## src/rtl/id_ex_stage_pkg.sv

```systemverilog
// Shared CPU definitions: control-bundle layout, ALUOp encodings and default
// datapath/register-specifier widths used by the ID/EX stage.
package id_ex_stage_pkg;

   localparam int DEF_DATA_W = 32;
   localparam int DEF_REG_AW = 5;
   localparam int CTRL_W     = 9;

   // Bit positions of the control bundle, MSB first
   localparam int CTRL_REG_WRITE  = 8;
   localparam int CTRL_MEM_TO_REG = 7;
   localparam int CTRL_MEM_READ   = 6;
   localparam int CTRL_MEM_WRITE  = 5;
   localparam int CTRL_BRANCH     = 4;
   localparam int CTRL_ALU_SRC    = 3;
   localparam int CTRL_REG_DST    = 2;
   localparam int CTRL_ALU_OP_HI  = 1;
   localparam int CTRL_ALU_OP_LO  = 0;

   typedef enum logic [1:0] {
      ALU_OP_ADD    = 2'b00,
      ALU_OP_BRANCH = 2'b01,
      ALU_OP_FUNCT  = 2'b10,
      ALU_OP_RSVD   = 2'b11
   } alu_op_e;

   typedef struct packed {
      logic    reg_write;
      logic    mem_to_reg;
      logic    mem_read;
      logic    mem_write;
      logic    branch;
      logic    alu_src;
      logic    reg_dst;
      alu_op_e alu_op;
   } ctrl_t;

   localparam ctrl_t CTRL_NOP = ctrl_t'(9'b0_0000_0000);

endpackage

```

## src/rtl/id_ex_stage_hazard_detect.sv

```systemverilog
// Combinational load-use hazard detector: stalls PC and IF/ID while a load in
// EX writes a register the decoding instruction reads; a flush overrides it.
import id_ex_stage_pkg::*;

module hazard_detect #(
   parameter int REG_AW = DEF_REG_AW
) (
   input  logic              ex_valid,
   input  logic              ex_mem_read,
   input  logic [REG_AW-1:0] ex_rt,
   input  logic              id_valid,
   input  logic [REG_AW-1:0] id_rs,
   input  logic [REG_AW-1:0] id_rt,
   input  logic              flush,
   output logic              hazard,
   output logic              pc_write,
   output logic              if_id_write
);

   logic load_in_ex_s;
   logic src_match_s;

   // Rt is compared even for I-type consumers; Rd never participates
   always_comb begin
      load_in_ex_s = ex_valid && ex_mem_read && (ex_rt != {REG_AW{1'b0}});
      src_match_s  = (ex_rt == id_rs) || (ex_rt == id_rt);
      if (load_in_ex_s && id_valid && src_match_s) begin
         hazard = 1'b1;
      end else begin
         hazard = 1'b0;
      end
   end

   // Front-end enables: a squash must let the PC redirect through
   always_comb begin
      if (flush) begin
         pc_write    = 1'b1;
         if_id_write = 1'b1;
      end else if (hazard) begin
         pc_write    = 1'b0;
         if_id_write = 1'b0;
      end else begin
         pc_write    = 1'b1;
         if_id_write = 1'b1;
      end
   end

endmodule

```

## src/rtl/id_ex_stage.sv

```systemverilog
// ID/EX pipeline register with load-use bubble insertion, branch flush and a
// saturating count of inserted load-use bubbles.
import id_ex_stage_pkg::*;

module id_ex_stage #(
   parameter int DATA_W = DEF_DATA_W,
   parameter int REG_AW = DEF_REG_AW
) (
   input  logic              clk,
   input  logic              rst,
   input  logic              id_valid,
   input  ctrl_t             id_ctrl,
   input  logic [DATA_W-1:0] id_rdata1,
   input  logic [DATA_W-1:0] id_rdata2,
   input  logic [DATA_W-1:0] id_imm,
   input  logic [DATA_W-1:0] id_pc4,
   input  logic [REG_AW-1:0] id_rs,
   input  logic [REG_AW-1:0] id_rt,
   input  logic [REG_AW-1:0] id_rd,
   input  logic              flush,
   output logic              ex_valid,
   output ctrl_t             ex_ctrl,
   output logic [DATA_W-1:0] ex_rdata1,
   output logic [DATA_W-1:0] ex_rdata2,
   output logic [DATA_W-1:0] ex_imm,
   output logic [DATA_W-1:0] ex_pc4,
   output logic [REG_AW-1:0] ex_rs,
   output logic [REG_AW-1:0] ex_rt,
   output logic [REG_AW-1:0] ex_rd,
   output logic              pc_write,
   output logic              if_id_write,
   output logic [15:0]       stall_cnt
);

   logic              ex_valid_r;
   ctrl_t             ex_ctrl_r;
   logic [DATA_W-1:0] ex_rdata1_r;
   logic [DATA_W-1:0] ex_rdata2_r;
   logic [DATA_W-1:0] ex_imm_r;
   logic [DATA_W-1:0] ex_pc4_r;
   logic [REG_AW-1:0] ex_rs_r;
   logic [REG_AW-1:0] ex_rt_r;
   logic [REG_AW-1:0] ex_rd_r;
   logic [15:0]       stall_cnt_r;
   logic              hazard_s;
   logic              bubble_s;
   logic              count_s;

   hazard_detect #(
      .REG_AW (REG_AW)
   ) u_hazard_detect (
      .ex_valid    (ex_valid_r),
      .ex_mem_read (ex_ctrl_r.mem_read),
      .ex_rt       (ex_rt_r),
      .id_valid    (id_valid),
      .id_rs       (id_rs),
      .id_rt       (id_rt),
      .flush       (flush),
      .hazard      (hazard_s),
      .pc_write    (pc_write),
      .if_id_write (if_id_write)
   );

   // Bubble and bubble-count qualifiers
   always_comb begin
      bubble_s = flush || hazard_s;
      if (hazard_s && !flush && (stall_cnt_r != 16'hFFFF)) begin
         count_s = 1'b1;
      end else begin
         count_s = 1'b0;
      end
   end

   // Valid/control half of the register: bubbles clear it, idle slots carry no control
   always_ff @(posedge clk or posedge rst) begin
      if (rst) begin
         ex_valid_r <= 1'b0;
         ex_ctrl_r  <= CTRL_NOP;
      end else if (bubble_s) begin
         ex_valid_r <= 1'b0;
         ex_ctrl_r  <= CTRL_NOP;
      end else begin
         ex_valid_r <= id_valid;
         ex_ctrl_r  <= id_valid ? id_ctrl : CTRL_NOP;
      end
   end

   // Data/specifier half: held across bubbles so only the control is squashed
   always_ff @(posedge clk or posedge rst) begin
      if (rst) begin
         ex_rdata1_r <= {DATA_W{1'b0}};
         ex_rdata2_r <= {DATA_W{1'b0}};
         ex_imm_r    <= {DATA_W{1'b0}};
         ex_pc4_r    <= {DATA_W{1'b0}};
         ex_rs_r     <= {REG_AW{1'b0}};
         ex_rt_r     <= {REG_AW{1'b0}};
         ex_rd_r     <= {REG_AW{1'b0}};
      end else if (!bubble_s) begin
         ex_rdata1_r <= id_rdata1;
         ex_rdata2_r <= id_rdata2;
         ex_imm_r    <= id_imm;
         ex_pc4_r    <= id_pc4;
         ex_rs_r     <= id_rs;
         ex_rt_r     <= id_rt;
         ex_rd_r     <= id_rd;
      end
   end

   // Saturating load-use bubble counter
   always_ff @(posedge clk or posedge rst) begin
      if (rst) begin
         stall_cnt_r <= 16'h0000;
      end else if (count_s) begin
         stall_cnt_r <= stall_cnt_r + 16'd1;
      end
   end

   assign ex_valid  = ex_valid_r;
   assign ex_ctrl   = ex_ctrl_r;
   assign ex_rdata1 = ex_rdata1_r;
   assign ex_rdata2 = ex_rdata2_r;
   assign ex_imm    = ex_imm_r;
   assign ex_pc4    = ex_pc4_r;
   assign ex_rs     = ex_rs_r;
   assign ex_rt     = ex_rt_r;
   assign ex_rd     = ex_rd_r;
   assign stall_cnt = stall_cnt_r;

endmodule

```

## config.mk

```make
export PLATFORM = sky130hd
export DESIGN_NAME = id_ex_stage
export DESIGN_NICKNAME = d
export VERILOG_FILES = /design/src/rtl/id_ex_stage_pkg.sv /design/src/rtl/id_ex_stage_hazard_detect.sv /design/src/rtl/id_ex_stage.sv
export SDC_FILE = /design/constraint.sdc
export NUM_CORES = 1
export LEC_CHECK = 0
export BUFFER_PORTS_ARGS = -buffer_cell sky130_fd_sc_hd__buf_4
export CAP_MARGIN = 25
export CORE_ASPECT_RATIO = 0.7
export CORE_MARGIN = 5
export CORE_UTILIZATION = 41
export CTS_CLUSTER_DIAMETER = 120
export DETAILED_ROUTE_END_ITERATION = 6
export PLACE_DENSITY = 0.76
export SLEW_MARGIN = 20
export SYNTH_ARGS = -nofsm -noshare
export SYNTH_HDL_FRONTEND = slang
export SYNTH_SLANG_ARGS = --single-unit
```

## constraint.sdc

```tcl
create_clock -name clk -period 5.1 [get_ports clk]
set_clock_uncertainty 0.2 [all_clocks]
set_input_delay 0.51 -clock clk [delete_from_list [all_inputs] [get_ports clk]]
set_output_delay 0.51 -clock clk [all_outputs]
set_load 0.01 [all_outputs]
```

==> flow_summary_export.csv <==
group,metric,value,unit
run_status,status,"complete, no violations",
clock_network,post_cts_buffers,0,
synth,syn_area,6600,µm²
global_route,grt_first_pass_wirelength,27.7,mm
routing,routed_wirelength,18.1,mm
clock_network,cts_root_buf,"clkbuf_16",
sta,period_share,0.615,
clock_network,cts_sinks,169,
synth,yosys-top-cells-area,"dfrtp_1, mux2_2, mux2_1",
synth,syn-num-nets,578,
sta,finalHoldViolCount,0,
critical_path,worstPathMaxFanout,11,
routing,dr.first_iter.drc_count,230,
synth,postSynthCellCount,421,
global_route,grt_pass1_vias,4992,
critical_path,worstSetupPathType,"reg -> out",
routing,ant_nets,0,
cells_and_area,n_antenna_cell,0,
floorplan,design.die.area,18800,µm²
clock_network,clockBufferDepth,2,
routing,remaining_drc_errors,0,
power,peakVddDrop,0.190,mV
routing,drt-pass1-iter-count,4,
sta,rsz0062_at_grt,"false",
cells_and_area,num-nets-final,910,
clock_network,cts_made_buffers,17,
sta,max_freq,0.319,GHz
global_route,grt_antenna_before_repair,0,
routing,wl_per_cell,18.7,µm
power,p_per_area,344,nW/µm²
floorplan,initial_core_util,0.422,
sta,layout_min_cycle_time,3.14,ns
sta,worstMarginPinSlew,1.00,ns
synth,synth-seq-cells,169,
synth,yosysTopAreaCellShare,0.641,
run,drv_cap,0,
critical_path,r2r-end,"ex_rdata2[6]$_DFFE_PP0N_",
hold_path,worstHoldPathType,"in -> reg",
floorplan,core,15600,µm²
cells_and_area,drive_gt1_frac,0.573,
synth,ys_warn_count,0,
sta,setup_viol,0,
placed_design,place_inst,933,
sta,slew_headroom,0.332,
hold_path,hp-start,"id_rdata2[24]",
global_route,overflow,0,
critical_path,start_kind,"flop",
routing,num_vias,4645,
placed_design,dp_hpwl,13.9,mm
cells_and_area,instances_no_fill,966,
global_route,grt_max_degree,86,
synth,synth_cell_type_count,30,
synth,synth_seq_area_share,0.641,
synth,synthFlopType,"dfrtp_1",
power,leakage,4.70,nW
global_route,grt_usage,0.190,
cells_and_area,n_fill_cell,1191,
synth,async_flop_share,1.00,
cells_and_area,syn2layout_area_growth,48.8,%
clock_network,clk_latency,0.42,ns
clock_network,cts_tree,"yes",
synth,synth_area_per_cell,15.7,µm²
critical_path,r2r-start,"ex_rt[2]$_DFFE_PP0N_",
hold_path,hold-path-endpoint,"ex_rdata2[24]$_DFFE_PP0N_",
sta,slew_viol_final,0,
placed_design,place.gp.congestion,0.806,
floorplan,dieHeight,116,µm
routing,viasPerCell,4.81,
clock_network,cts.htree.levels,4,
critical_path,rrSetupSlack,2.12,ns
critical_path,end_kind,"output pin",
clock_network,path_clk_slew,0.08,ns
critical_path,cp.required,4.39,ns
floorplan,rows,38,
floorplan,io_pins,327,
critical_path,crit_arrival,2.43,ns
sta,fin_setup_tns,0,ns
synth,synth_edf_count,0,
hold_path,hold_depth,2,
synth,yosys.area.top_type,"dfrtp_1",
placed_design,port_buffers,326,
sta,holdWs,0.0876,ns
critical_path,worst_r2r_path_depth,6,
floorplan,die-width,162,µm
[synthesized netlist by cell type, types with 2 or more instances]
cell      instances
mux2_1           70
nand2b_1          4
buf_2             7
buf_6             8
and2_1            9
nand2_1           8
nor3_1            3
nor4_1            5
nand4_1           4
and3_1            6
dfrtp_1         169
xor2_1            5
nor2_1            2
nand3_1          12
buf_4             2
xnor2_1          19
mux2_2           75
[cell type report]
cell class,instances,area (µm²),area share
flip-flops and latches,169,4230,0.431
repair buffers,331,2490,0.254
multi-input cells,233,2230,0.227
clock buffers,17,425,0.0434
well taps,200,250,0.0255
clock inverters,15,183,0.0186
inverters,1,7.51,0.000765
[registers in the layout, summed over array words and instances, names as in the netlist]
name       flops
ex_valid       1
ex_rs          5
ex_rd          5
stall_cnt     16
ex_rdata1     32
ex_rdata2     32
ex_rt          5
ex_ctrl        9
ex_pc4        32
ex_imm        32
[worst max-delay path, cell delays in order, from the launching register on]
cell	delay [ns]
dfrtp_1	0.47
xnor2_1	0.28
nand3_1	0.13
o22ai_1	0.74
nand2b_1	0.19
buf_4	0.20
[per-stage QoR]
step,setup slack (ns),power (W),utilization,area (µm²)
finish,1.96,0.00338,0.627,9810
global route,1.83,0.00352,0.627,9810
CTS,1.96,0.00342,0.627,9810
detailed placement,2.04,0.00211,0.588,9190
global placement,2.14,0.00209,0.588,9190
floorplan,2.24,0.00177,-,6600
[cell usage in the layout, fill, tap and decap left out]
master           n
mux2_1          70
a21oi_1          1
nand2_1          8
xor2_1           5
and2_1           9
nand4_1          4
nor4_1           5
o21ai_0          1
or4_1            1
clkinv_4         3
mux2_2          75
clkinvlp_4       3
xnor2_1         19
nor2_1           2
buf_4          329
nand2b_1         4
buf_6            1
o21a_1           1
dlygate4sd3_1    1
a211oi_1         1
ha_1             1
clkinv_8         3
bufinv_16        1
clkbuf_16       17
nor3_1           3
o22ai_1          1
dfrtp_1        169
and4_1           1
nand3_1         12
a21oi_4          1
inv_6            2
nand4bb_1        1
o22a_1           1
and3_1           6
inv_8            4
[kinds of logic (layout without fill, tap and decap cells)]
group	count (synthesis)	after routing	share of synthesized area
buffers and inverters	19	364	0.0224
XOR/XNOR	24	24	0.0319
adder cells (fa/ha/maj)	1	1	0.00190
flip-flops	169	169	0.641
multiplexers	145	145	0.248
AND/OR/NAND/NOR	56	56	0.0478
AO/OA/AOI/OAI	7	7	0.00740
[timing repair]
action / 4_1_cts / 5_1_grt
hold buffers: 1 / 0
resized for setup: 0 / 0
endpoints found under the hold margin: 22 / 0
[where the power goes]
group / internal (W) / switching (W) / total, W
Sequential: 0.00146 / 0.0000703 / 0.00153
Combinational: 0.000317 / 0.000230 / 0.000548
Clock: 0.000703 / 0.000601 / 0.00130
[worst max path at each step]
| stage | from | end | slack [ns] | depth (start not counted) |
|---|---|---|---|---|
| 2_1_floorplan | rst | ex_ctrl[0]$_DFF_PP0_ | 2.24 | 1 |
| 3_3_place_gp | id_rs[2] | ex_rdata2[20]$_DFFE_PP0N_ | 2.14 | 7 |
| 3_5_place_dp | id_rs[2] | ex_imm[3]$_DFFE_PP0N_ | 2.04 | 7 |
| 4_1_cts | ex_rt[2]$_DFFE_PP0N_ | pc_write | 1.96 | 5 |
| 5_1_grt | ex_rt[2]$_DFFE_PP0N_ | pc_write | 1.83 | 5 |
| 6_report | ex_rt[2]$_DFFE_PP0N_ | pc_write | 1.96 | 5 |
[routing by layer]
layer / vias up / GRT usage / wire length [µm]
met1: 2260 / 0.236 / 7290
met2: 207 / 0.307 / 8740
met5: - / 0 / 0
met4: 0 / 0.0813 / 403
li1: 2150 / - / -
met3: 28 / 0.0649 / 1640
Note: power is estimated with default switching activity, not from simulation.
